[config.mk]
export PLATFORM = sky130hd
export DESIGN_NAME = array_keyboard
export DESIGN_NICKNAME = d
export VERILOG_FILES = /design/src/rtl/array_keyboard_pkg.sv /design/src/rtl/array_keyboard_scan_div.sv /design/src/rtl/array_keyboard.sv
export SDC_FILE = /design/constraint.sdc
export NUM_CORES = 1
export LEC_CHECK = 0
export BUFFER_PORTS_ARGS = -buffer_cell sky130_fd_sc_hd__buf_4
export CORE_ASPECT_RATIO = 0.6
export CORE_MARGIN = 3
export CORE_UTILIZATION = 58
export DETAILED_ROUTE_END_ITERATION = 16
export PLACE_DENSITY = 0.83
export SYNTH_ARGS = -nofsm -noshare
export SYNTH_HDL_FRONTEND = slang
export SYNTH_SLANG_ARGS = --single-unit
[constraint.sdc]
create_clock -name clk -period 3.8 [get_ports clk]
set_input_delay 0.19 -clock clk [delete_from_list [all_inputs] [get_ports clk]]
set_output_delay 0.19 -clock clk [all_outputs]
set_load 0.02 [all_outputs]
[src/rtl/array_keyboard_pkg.sv]
// Shared constants, row-select encoding and key-index helper for the 4x4 matrix keyboard scanner.
package array_keyboard_pkg;

    localparam int NUM_ROWS = 4;
    localparam int NUM_COLS = 4;
    localparam int NUM_KEYS = NUM_ROWS * NUM_COLS;

    // One-hot-low row drive patterns, row 0 first.
    localparam logic [NUM_ROWS-1:0] ROW_DRIVE_0 = 4'b1110;
    localparam logic [NUM_ROWS-1:0] ROW_DRIVE_1 = 4'b1101;
    localparam logic [NUM_ROWS-1:0] ROW_DRIVE_2 = 4'b1011;
    localparam logic [NUM_ROWS-1:0] ROW_DRIVE_3 = 4'b0111;

    typedef enum logic [1:0] {
        ROW_0 = 2'd0,
        ROW_1 = 2'd1,
        ROW_2 = 2'd2,
        ROW_3 = 2'd3
    } row_sel_t;

    // Key k = 4*row + col.
    function automatic logic [3:0] key_index(input logic [1:0] row_idx, input logic [1:0] col_idx);
        return 4'(NUM_COLS * int'(row_idx) + int'(col_idx));
    endfunction

endpackage

[src/rtl/array_keyboard_scan_div.sv]
// Dwell counter: counts 0..CNT_200HZ-1 and flags the last cycle of each dwell as the scan tick.
module array_keyboard_scan_div #(
    parameter int CNT_200HZ = 60000,
    parameter int WIDTH     = 16
) (
    input  logic clk,
    input  logic rst,
    output logic tick
);

    localparam logic [WIDTH-1:0] LAST = WIDTH'(CNT_200HZ - 1);

    logic [WIDTH-1:0] count;

    // Free-running dwell counter, wraps after the tick cycle.
    always_ff @(posedge clk) begin
        if (rst) begin
            count <= '0;
        end else if (count == LAST) begin
            count <= '0;
        end else begin
            count <= count + WIDTH'(1);
        end
    end

    assign tick = (count == LAST);

endmodule

[src/rtl/array_keyboard.sv]
// 4x4 matrix keyboard scanner: steps one low row per dwell, samples columns on the tick,
// keeps active-low key state and a one-clock press strobe per key.
// Optional macro ARRAY_KEYBOARD_DEBOUNCE_EN: require two agreeing samples one scan apart.
module array_keyboard
    import array_keyboard_pkg::*;
#(
    parameter int CNT_200HZ = 60000,
    parameter int WIDTH     = 16
) (
    input  logic        clk,
    input  logic        rst,
    input  logic [3:0]  col,
    output logic [3:0]  row,
    output logic [15:0] key_out,
    output logic [15:0] key_pulse
);

    logic                tick;
    row_sel_t            row_sel;
    row_sel_t            row_sel_next;
    logic                sample_valid;
    logic [1:0]          sample_row;
    logic [NUM_COLS-1:0] sample_col;
    logic [NUM_KEYS-1:0] key_next;
`ifdef ARRAY_KEYBOARD_DEBOUNCE_EN
    logic [NUM_KEYS-1:0] history;
    logic [NUM_KEYS-1:0] history_next;
`endif

    array_keyboard_scan_div #(
        .CNT_200HZ (CNT_200HZ),
        .WIDTH     (WIDTH)
    ) u_scan_div (
        .clk  (clk),
        .rst  (rst),
        .tick (tick)
    );

    // Row-select state register.
    always_ff @(posedge clk) begin
        if (rst) begin
            row_sel <= ROW_0;
        end else begin
            row_sel <= row_sel_next;
        end
    end

    // Row advance on tick and one-hot-low row drive decode.
    always_comb begin
        row_sel_next = row_sel;
        row          = ROW_DRIVE_0;
        unique case (row_sel)
            ROW_0: begin
                row = ROW_DRIVE_0;
                if (tick) row_sel_next = ROW_1;
            end
            ROW_1: begin
                row = ROW_DRIVE_1;
                if (tick) row_sel_next = ROW_2;
            end
            ROW_2: begin
                row = ROW_DRIVE_2;
                if (tick) row_sel_next = ROW_3;
            end
            ROW_3: begin
                row = ROW_DRIVE_3;
                if (tick) row_sel_next = ROW_0;
            end
        endcase
    end

    // Capture the settled columns of the driven row on the tick, before the row moves on.
    always_ff @(posedge clk) begin
        if (rst) begin
            sample_valid <= 1'b0;
            sample_row   <= '0;
            sample_col   <= '1;
        end else begin
            sample_valid <= tick;
            if (tick) begin
                sample_row <= row_sel;
                sample_col <= col;
            end
        end
    end

    // Merge the captured row into the key state; other rows hold.
    always_comb begin
        key_next = key_out;
`ifdef ARRAY_KEYBOARD_DEBOUNCE_EN
        history_next = history;
`endif
        if (sample_valid) begin
            for (int unsigned c = 0; c < NUM_COLS; c++) begin
`ifdef ARRAY_KEYBOARD_DEBOUNCE_EN
                if (sample_col[2'(c)] == history[key_index(sample_row, 2'(c))] &&
                    sample_col[2'(c)] != key_out[key_index(sample_row, 2'(c))]) begin
                    key_next[key_index(sample_row, 2'(c))] = sample_col[2'(c)];
                end
                history_next[key_index(sample_row, 2'(c))] = sample_col[2'(c)];
`else
                key_next[key_index(sample_row, 2'(c))] = sample_col[2'(c)];
`endif
            end
        end
    end

    // Key state, press strobe on 1->0 transitions, and sample history.
    always_ff @(posedge clk) begin
        if (rst) begin
            key_out   <= '1;
            key_pulse <= '0;
`ifdef ARRAY_KEYBOARD_DEBOUNCE_EN
            history   <= '1;
`endif
        end else begin
            key_out   <= key_next;
            key_pulse <= key_out & ~key_next;
`ifdef ARRAY_KEYBOARD_DEBOUNCE_EN
            history   <= history_next;
`endif
        end
    end

endmodule

==> Yosys cells after proc, flatten, opt, wreduce, memory -nomap -nowiden <==
Index checks and enable logic that the tools add are counted.
{ "word_totals": {"word_cells": 55, "in_bits": 6, "regBits": 57, "output_inout_bits": 36} }
{ "op_classes": {"n_lt_le_gt_ge": 8, "mux": 19, "add_sub_neg": 4, "n_eq_ne": 8, "n_reduce_logical": 7, "bitwise_logic": 2} }
{ "ops": {"columns": ["op", "count"], "rows": [
  ["$bwmux 16", 4],
  ["$lt 4x5->1 const B", 4],
  ["$add 16x1->16 const B", 1],
  ["$and 16x16->16", 1],
  ["$eq 16x16->1 const B", 1],
  ["$ge 4x1->1 const B", 4],
  ["$mux 16", 1],
  ["$not 16->16", 1],
  ["$pmux 4 s4", 1],
  ["$demux 1 s4", 3],
  ["$add 4x2->4 const B", 2],
  ["$mux 2", 4],
  ["$ne 2x2->1 const B", 4],
  ["$pmux 2 s4", 1],
  ["$add 4x1->4 const B", 1],
  ["$eq 2x2->1 const B", 2],
  ["$logic_and 1x1->1", 4],
  ["$mux 1", 4],
  ["$reduce_and 4->1", 1],
  ["$demux 1 s2", 1],
  ["$eq 2x1->1 const B", 1],
  ["$logic_not 2->1", 1],
  ["$reduce_or 2->1", 1]
]} }

==> Logic depth before layout (Yosys ltp) <==
Gate-level depths: netlist of the first run.
{ "logic_depth": {"word_depth": 11, "ltp_mapped": 7, "depth_no_buf": 6} }

==> By module <==
From an unflattened synthesis of the first run, not the netlist that was laid out.
{ "hier_totals": {"cells_unflattened": 217, "hier_area_um2": 2229.6} }
{ "by_module_without_submodules": {"columns": ["mod", "cells_per_inst", "n_inst", "area_each_um2", "seq_area_each_um2"], "rows": [
  ["array_keyboard", 136, 1, 1465.2, 820.8],
  ["array_keyboard_scan_div", 81, 1, 764.5, 320.3]
]} }

==> Least setup slack after synthesis of the first run <==
No wires, ideal clock.
{ "synth_path": {"kind": "register to register", "start": "register u_scan_div.count[7]", "end": "register u_scan_div.count[10]", "setup_time_ns": 0.115, "setup_slack_ns": 1.955, "arrival_time_ns": 1.730, "path_buffers": 2, "path_stages_with_launch": 7, "synth_period_minus_slack_ns": 1.845, "t_required_ns": 3.685, "path_cell_list": "dfxtp_1 or4b_4 or4_1 nand2b_1 buf_6 buf_8 nor2_1"} }
{ "synth_via": {"elab_chain_cells": 2} }
{ "synth_rtl": {"columns": ["item", "line", "source"], "rows": [
  ["start: declaration", "array_keyboard_scan_div.sv:13", "logic [WIDTH-1:0] count;"],
  ["start signal: assignment", "array_keyboard_scan_div.sv:22", "count <= count + WIDTH'(1);"],
  ["branches (longest 2 deep; another with $add 16x1->16)", null, null]
]} }
Several ways; the timed one is not identified.
A chain may end at the register's enable or synchronous reset.

==> Worst setup path in the final report of the first run <==
{ "layout_path": {"start": "register u_scan_div.count[0]", "end": "register sample_col[0]"} }
{ "layout_via": {"elab_chain_cells": 1} }
{ "layout_rtl": {"columns": ["item", "line", "source"], "rows": [
  ["$eq 16x16->1", "array_keyboard_scan_div.sv:26", "assign tick = (count == LAST);"],
  ["end signal: assignment", "array_keyboard.sv:82", "sample_col <= col;"],
  ["end: declaration", "array_keyboard.sv:23", "logic [NUM_COLS-1:0] sample_col;"]
]} }
No other way between the ends.

==> results of run 1 <==
==> cell usage in the layout (no fill, tap or decap), drive strengths merged, types with 4 or more instances in the layout <==
cell type / instances
dfxtp: 57
nor2: 48
buf: 41
inv: 29
a211o: 16
clkbuf: 11
xnor2: 9
nand3: 8
ha: 8
nand4: 5
nand2: 5
nor4: 5
a21oi: 4
==> synth_stat cells <==
library cell	count
o21ai_0	2
a211o_1	16
nand2_1	5
or3_1	2
buf_6	1
a22o_1	2
or4_1	2
clkbuf_1	3
and3_1	2
o31ai_1	1
and2_1	2
nand3_1	8
o22a_1	2
xnor2_1	9
a21oi_1	4
buf_8	1
nand2b_1	2
o22ai_1	1
ha_1	8
nor4_1	4
nand4bb_1	1
dfxtp_1	57
nor3b_1	1
nand3b_1	2
nor3_1	3
nor2_1	48
xor2_1	3
nor4_4	1
a2bb2oi_1	2
nand4_1	5
inv_1	29
or4b_4	1
==> metrics by stage <==
step | cells | hold slack (ps)
global placement | 311 | 403
detailed placement | 311 | 411
finish | 327 | 69.5
CTS | 327 | 60.9
floorplan | 230 | 309
global route | 327 | 66.0
==> final timing paths <==
kind / startpoint / to / depth (start not counted)
setup / recovery: u_scan_div.count[0] / sample_col[0] / 5
hold / removal: col[1] / sample_col[1] / 2
setup reg to reg: u_scan_div.count[0] / sample_col[0] / 5
hold reg to reg: key_out[12] / key_pulse[12] / 2
==> power by group <==
group	switching, mW	internal (mW)
clock	0.232	0.234
sequential	0.0102	0.604
combinational	0.0439	0.0313
==> layout make-up <==
| cell class | instances | area share [%] |
|---|---|---|
| Tap cell | 45 | 2.11 |
| Multi-Input combinational cell | 139 | 33.3 |
| Timing Repair Buffer | 41 | 11.6 |
| Clock inverter | 5 | 1.22 |
| Clock buffer | 11 | 4.93 |
| Inverter | 29 | 4.09 |
| Sequential cell | 57 | 42.8 |
==> sequential cells by signal, indices dropped and copies added (netlist names) <==
register / count
key_out: 16
u_scan_div.count: 16
sample_valid: 1
sample_row: 2
sample_col: 4
row_sel: 2
key_pulse: 16
==> layer usage <==
| layer | GRT usage, % | up-vias | routed length (µm) |
|---|---|---|---|
| met5 | 0 | - | 0 |
| met1 | 30.2 | 807 | 2040 |
| met4 | 7.11 | 0 | 66 |
| met2 | 29.8 | 84 | 1890 |
| li1 | - | 864 | - |
| met3 | 8.71 | 9 | 509 |
==> kinds of logic after synthesis <==
logic type	Yosys count	share of synthesized area, %
AND/OR/NAND/NOR	89	20.4
flip-flops	57	52.5
buffers and inverters	34	6.74
AO/OA/AOI/OAI	30	10.9
XOR/XNOR	12	4.84
adder cells (fa/ha/maj)	8	4.61
==> impl_metrics.ini, run 1 <==
[outcome]
status = complete, no violations

[final_layout]
final_area_mm2 = 0.00266
final_nets = 291
antenna_cells = 0
num-fill-cells = 241
multi_input_area_um2 = 886
regArea_mm2 = 0.00114
fin_util_pct = 77.8
drive_gt1_share_pct = 20.2
syn2layout_area_growth_pct = 22.6

[worst_hold_path]
min_path_type = primary input to flip-flop

[die]
fp.dieArea_mm2 = 0.00454
rows = 16
pin_count = 42
fp.dieH_um = 53.4
dieWidth_um = 85.0
initial_core_util_pct = 63.5
core_mm2 = 0.00342

[clock_tree]
htreeDepth = 3
clk_path_buf_depth = 2
post_cts_buffers = 0
cts.root.buffer_cell = clkbuf_8
cts_hold_buf = 0
clkTransAtPathRegs_ps = 60
insertion_delay_ps = 330
cts_resized = 0
cts_tree = done
cts_buffers = 9
cts_sinks = 57

[sta]
final_hold_viol_count = 0
fin_crit_sh_pct = 58.7
fin_tns_setup_ps = 0
maxSlewViolCount = 0
tightest_slew_ps = 850
finalClockSkew_ps = 7.30
slew-limit-headroom_pct = 43.2
fin_ws_ps = 1570
min_period_ps = 2230
grt_setup_unrepaired = no
finalSetupViolCount = 0
max_freq_mhz = 448

[routing]
drtIter0Drc = 153
via_per_inst = 5.39
drcViolationCount = 0
vias = 1764
finalWirelength_mm = 4.51
wl_per_cell_um = 13.8
final_antenna_net_count = 0
drt_first_pass_iters = 4

[global_routing]
grt_pass1_vias = 1497
grt_max_degree = 23
overflow = 0
grt_pass1_wl_mm = 7.27
antenna_found_initial = 0
track_usage_pct = 21.6

[setup_path]
r2r_setup_slack_ps = 1570
critical_path_peak_fanout = 16
cp.required_ps = 4080
cp-end-kind = flip-flop
critPathBufInv = 0
crit_path_cell_trace = ha_1 > nand4_1 > or4_1 > nand2b_1 > o22a_1
critPathKind = flip-flop to flip-flop
critPathLaunchType = flip-flop
arrival_ps = 2510
crit_family = simple AND/OR/NAND/NOR gates
cpPeakStageDelay_ps = 570
slowest_stage = or4_1

[logic_synthesis]
syn_nets = 244
avgSynthCellArea_um2 = 9.45
seq_area_frac_synth_pct = 52.5
yosys-top-cells-area = dfxtp_1 53%, nor2_1 8.3%, a211o_1 6.4%
syn_area_mm2 = 0.00217
synth_top_cell_area_share_pct = 52.5
synth_cells = 230
synth_top_area_cell = dfxtp_1
yosysWarnings = 0
ys_ff_latch = 57
yosysUniqueCellTypes = 32

[pwr]
p_leak_nw = 1.29
vdd_drop_max_mv = 0.301
total_power_mw = 1.16
cellPowerDensity_mw_per_mm2 = 434

[place]
post-place-ws_ps = 1630
place_area_mm2 = 0.00250
portBuffers = 41
dp_hpwl_mm = 3.23
place.gp.congestion = 0.890

[run]
maxCapViolCount = 0
(Power assumes the default switching activity.)
==> run 2, diff against run 1 <==
Settings changed: CORE_UTILIZATION 58 to 48, PLACE_DENSITY 0.83 to 0.74.
Clock period 3.8 ns to 1.93 ns, I/O delays scaled along.
==> impl_metrics.ini, run 2 (synthesized netlist as in run 1, its figures left out) <==
[outcome]
status = complete, no violations

[place]
place.gp.congestion = 0.840
portBuffers = 41
post-place-ws_ps = 114
dp_hpwl_mm = 3.32

[routing]
finalWirelength_mm = 4.57
drtIter0Drc = 100
vias = 1728
drcViolationCount = 0
via_per_inst = 4.84
wl_per_cell_um = 12.8
drt_first_pass_iters = 4
final_antenna_net_count = 0

[worst_hold_path]
min_to = sample_col[3]
min_path_type = primary input to flip-flop
min-delay-start = col[3]
hold_depth = 2

[global_routing]
overflow = 0
antenna_found_initial = 0
track_usage_pct = 18.8
grt.busiest_layer = met1
grt_pass1_vias = 1583
grt_max_degree = 23
met3_usage_pct = 8.30
grt_pass1_wl_mm = 7.63
use_met1_pct = 26.6
grt_use_met2_pct = 25.3

[final_layout]
syn2layout_area_growth_pct = 32.5
top_regs = key_out (16), key_pulse (16), u_scan_div.count (16)
layout_common_cells = 57 x dfxtp_1, 54 x buf_4, 47 x nor2_1, 28 x inv_1, 16 x a211o_1
antenna_cells = 0
drive_gt1_share_pct = 25.3
final_nets = 306
final_common_cell = dfxtp_1

[sta]
fin_crit_sh_pct = 95.1
min_period_ps = 1840
max_freq_mhz = 545
tightest_slew_ps = 539
maxSlewViolCount = 0
fin_ws_ps = 94.2
finalHoldWorstSlack_ps = 17.4
finalSetupViolCount = 0
slew-limit-headroom_pct = 63.8
final_hold_viol_count = 0
finalClockSkew_ps = 8.26

[pwr]
p_leak_nw = 1.40
vdd_drop_max_mv = 0.559
cellPowerDensity_mw_per_mm2 = 924

[setup_path]
slowest_stage = or4_1
critPathBufInv = 2
critical_path_peak_fanout = 8
r2r-end = u_scan_div.count[9]
cpPeakStageDelay_ps = 460
critPathLaunchType = flip-flop
cp-end-kind = flip-flop
r2r_start = u_scan_div.count[1]
crit_family = simple AND/OR/NAND/NOR gates
rr_worst_depth = 7
cp.required_ps = 2150
r2r_setup_slack_ps = 90
arrival_ps = 2060
crit_path_cell_trace = ha_2 > nand4_1 > buf_4 > or4_1 > nand2b_1 > buf_4 > nor2_1
crit_path_frequent_cell = buf_4
critPathKind = flip-flop to flip-flop

[die]
pin_count = 42
initial_core_util_pct = 51.3
fp.dieH_um = 58.1
rows = 18
dieWidth_um = 92.9
core_mm2 = 0.00423
fp.dieArea_mm2 = 0.00540

[clock_tree]
insertion_delay_ps = 340
cts_sinks = 57
cts_tree = done
cts_buffers = 9
htreeDepth = 3
cts.root.buffer_cell = clkbuf_8
clkTransAtPathRegs_ps = 60
clk_path_buf_depth = 2

[run]
maxCapViolCount = 0
## run 2: cell count changes in the layout (fill, tap and decap cells not counted), moves of 2 or more
cell	delta
clkbuf_8	+3
bufinv_16	+2
buf_4	+13
clkbuf_1	-2
dlygate4sd3_1	+2
clkinvlp_4	-3
## run 2: final cells by class
cell class / count / area [µm²]
clock buffers: 12 / 165
clock inverters: 4 / 73.8
fillers: 350 / 1350
inverters: 29 / 109
multi-input cells: 139 / 891
flip-flops and latches: 57 / 1140
well taps: 60 / 75.1
repair buffers: 56 / 425
## run 2: worst max path at each step
stage	startpoint	endpoint	slack (ps)	depth (start not counted)
after global placement	u_scan_div.count[7]	u_scan_div.count[8]	130	5
after detailed placement	u_scan_div.count[7]	u_scan_div.count[9]	110	5
final	u_scan_div.count[1]	u_scan_div.count[9]	90	7
after CTS	u_scan_div.count[7]	u_scan_div.count[9]	100	5
after floorplan	u_scan_div.count[7]	u_scan_div.count[14]	90	6
after global routing	u_scan_div.count[1]	u_scan_div.count[7]	-5	7
## run 2: per-stage QoR
step           power (mW)  instances  utilization (%)  instance area, µm²  setup TNS [ps]
2_1_floorplan        1.33        230                -                2170               0
3_3_place_gp         1.38        338             61.6                2610               0
3_5_place_dp         1.39        338             61.6                2610               0
4_1_cts              2.68        356             67.7                2870               0
5_1_grt              2.76        357             68.0                2880           -8.47
6_report             2.66        357             68.0                2880               0
## run 2: what timing repair did
| action | CTS | global route |
|---|---|---|
| hold buffers | 2 | 0 |
| setup endpoints to repair | 0 | 2 |
| endpoints found under the hold margin | 2 | 0 |
| resized for setup | 0 | 3 |
| buffers inserted | 0 | 1 |
## run 2: power by group
group | total [mW] | internal (mW) | switching [mW]
clock network | 1.29 | 0.832 | 0.460
logic | 0.160 | 0.0696 | 0.0904
registers | 1.21 | 1.19 | 0.0191
## run 2: routing by layer
metal | vias to the layer above | routed length, µm
met5 | - | 0
met1 | 770 | 2360
li1 | 895 | -
met2 | 56 | 1770
met3 | 7 | 375
met4 | 0 | 59
## run 2: worst reg2reg max path, stage by stage, from the launching register on
cell	delay, ps
dfxtp_1	380
ha_2	230
nand4_1	130
buf_4	170
or4_1	460
nand2b_1	130
buf_4	170
nor2_1	60
==> run 3, diff against run 2 <==
Clock period 1.93 ns to 1.6 ns, I/O delays scaled along.
==> impl_metrics.ini, run 3 (synthesized netlist as in run 1, its figures left out) <==
[pwr]
seq_power_share_pct = 49.4
swShare_pct = 24.6
total_power_mw = 2.93
vdd_drop_max_mv = 0.732
clkPwrFrac_pct = 40.8
p_comb_share_pct = 9.8
p_leak_nw = 1.47
cellPowerDensity_mw_per_mm2 = 954
power.switching_mw = 0.720
intPower_mw = 2.21

[sta]
maxSlewViolCount = 0
finalSetupViolCount = 22
finalHoldWorstSlack_ps = 94.3
max_freq_mhz = 579
grt_setup_unrepaired = yes
finalClockSkew_ps = 4.61
final_hold_viol_count = 0
slew-limit-headroom_pct = 70.3
fin_crit_sh_pct = 108
min_period_ps = 1730
fin_ws_ps = -128
tightest_slew_ps = 443

[clock_tree]
clkTransAtPathRegs_ps = 60
cts.root.buffer_cell = clkbuf_8
cts_sinks = 57
cts_buffers = 9
clk_path_buf_depth = 2
htreeDepth = 3
insertion_delay_ps = 330
cts_tree = done
post_cts_buffers = 0

[final_layout]
final_common_cell = buf_4
final_nets = 321
drive_gt1_share_pct = 34.9
syn2layout_area_growth_pct = 41.0
antenna_cells = 0
layout_common_cells = 64 x buf_4, 54 x dfxtp_1, 36 x nor2_1, 29 x inv_1, 16 x a211o_1
top_regs = key_out (16), key_pulse (16), u_scan_div.count (16)
fin_cells = 372
fin_util_pct = 72.4

[worst_hold_path]
min_path_type = primary input to flip-flop
min_to = row_sel[1]
min-delay-start = rst
hold_depth = 2

[die]
core_mm2 = 0.00423
fp.dieArea_mm2 = 0.00540
rows = 18
pin_count = 42
initial_core_util_pct = 51.3
fp.dieH_um = 58.1
dieWidth_um = 92.9

[run]
maxCapViolCount = 0

[outcome]
violations = setup timing
status = finished, violations left

[setup_path]
crit_family = simple AND/OR/NAND/NOR gates
critPathKind = flip-flop to flip-flop
r2r-end = u_scan_div.count[7]
cp-end-kind = flip-flop
slowest_stage = or4b_4
rr_worst_depth = 5
arrival_ps = 1950
critPathBufInv = 1
cp.required_ps = 1820
critPathLaunchType = flip-flop
crit_path_cell_trace = or4b_4 > or4_4 > nand2b_4 > clkbuf_16 > nor2_2
cpPeakStageDelay_ps = 540
r2r_start = u_scan_div.count[5]
r2r_setup_slack_ps = -130
path_depth = 5
critical_path_peak_fanout = 7

[global_routing]
antenna_found_initial = 0
grt_pass1_vias = 1703
overflow = 0
grt_max_degree = 23
grt_pass1_wl_mm = 8.09
track_usage_pct = 19.7

[routing]
wl_per_cell_um = 13.6
drcViolationCount = 0
drt_first_pass_iters = 4
drtIter0Drc = 108
via_per_inst = 4.90
final_antenna_net_count = 0
finalWirelength_mm = 5.04
vias = 1823

[place]
placedCellCount = 351
dp_hpwl_mm = 3.46
portBuffers = 41
place.gp.congestion = 0.823
==> run 3: cell count changes in the layout (fill, tap and decap cells not counted), sizes merged <==
| cell | delta |
|---|---|
| clkinv | +1 |
| clkinvlp | +2 |
| bufinv | -2 |
| buf | +12 |
| dlygate4sd3 | +2 |
==> run 3: per-layer routing <==
layer,routed length [µm],GRT usage [%],vias to the layer above
met2,2100,27.7,59
met1,2570,28.1,825
li1,-,-,931
met3,303,6.36,8
met5,0,0,-
met4,70,7.52,0
==> run 3: what timing repair did <==
item,in CTS,in global routing
resized for setup,0,25
hold endpoints to repair,4,0
setup endpoints to repair,23,24
pin swaps,4,4
gates cloned,0,1
hold buffers,4,0
==> run 3: worst register-to-register path, delay by kind of cell, from the launching register on <==
family,cells,cell delay [ps]
and+or+nand+nor,4,1140
DFF,1,320
buffers and inverters,1,170
==> run 3: how the worst max path moves through the flow <==
stage	start	endpoint	slack, ps
after floorplan	u_scan_div.count[5]	u_scan_div.count[0]	-130
after global placement	u_scan_div.count[5]	u_scan_div.count[5]	-90
after detailed placement	u_scan_div.count[5]	u_scan_div.count[5]	-120
after CTS	u_scan_div.count[5]	u_scan_div.count[5]	-120
after global routing	u_scan_div.count[5]	sample_col[2]	-200
final	u_scan_div.count[5]	u_scan_div.count[7]	-130
==> run 3: through the flow <==
stage | TNS (ps) | setup WS (ps) | area [µm²]
2_1_floorplan | -1540 | -133 | 2190
3_3_place_gp | -1370 | -89.8 | 2740
3_5_place_dp | -2010 | -118 | 2740
4_1_cts | -2130 | -124 | 2960
5_1_grt | -3540 | -198 | 3070
6_report | -1970 | -128 | 3070
==> run 3: layout make-up <==
class / instances / area, µm²
clock buffer: 11 / 151
tap: 60 / 75.1
fill: 334 / 1170
sequential: 57 / 1140
timing repair buffer: 71 / 577
inverter: 29 / 109
clock inverter: 5 / 30.0
multi-input combinational: 139 / 978
==> run 3: power groups by stage <==
stage / clock network, mW / registers, mW / logic, mW
finish: 1.19 / 1.45 / 0.286
global route: 1.29 / 1.45 / 0.306
CTS: 1.22 / 1.45 / 0.243
detailed placement: 0 / 1.48 / 0.231
global placement: 0 / 1.48 / 0.226
floorplan: 0 / 1.48 / 0.127
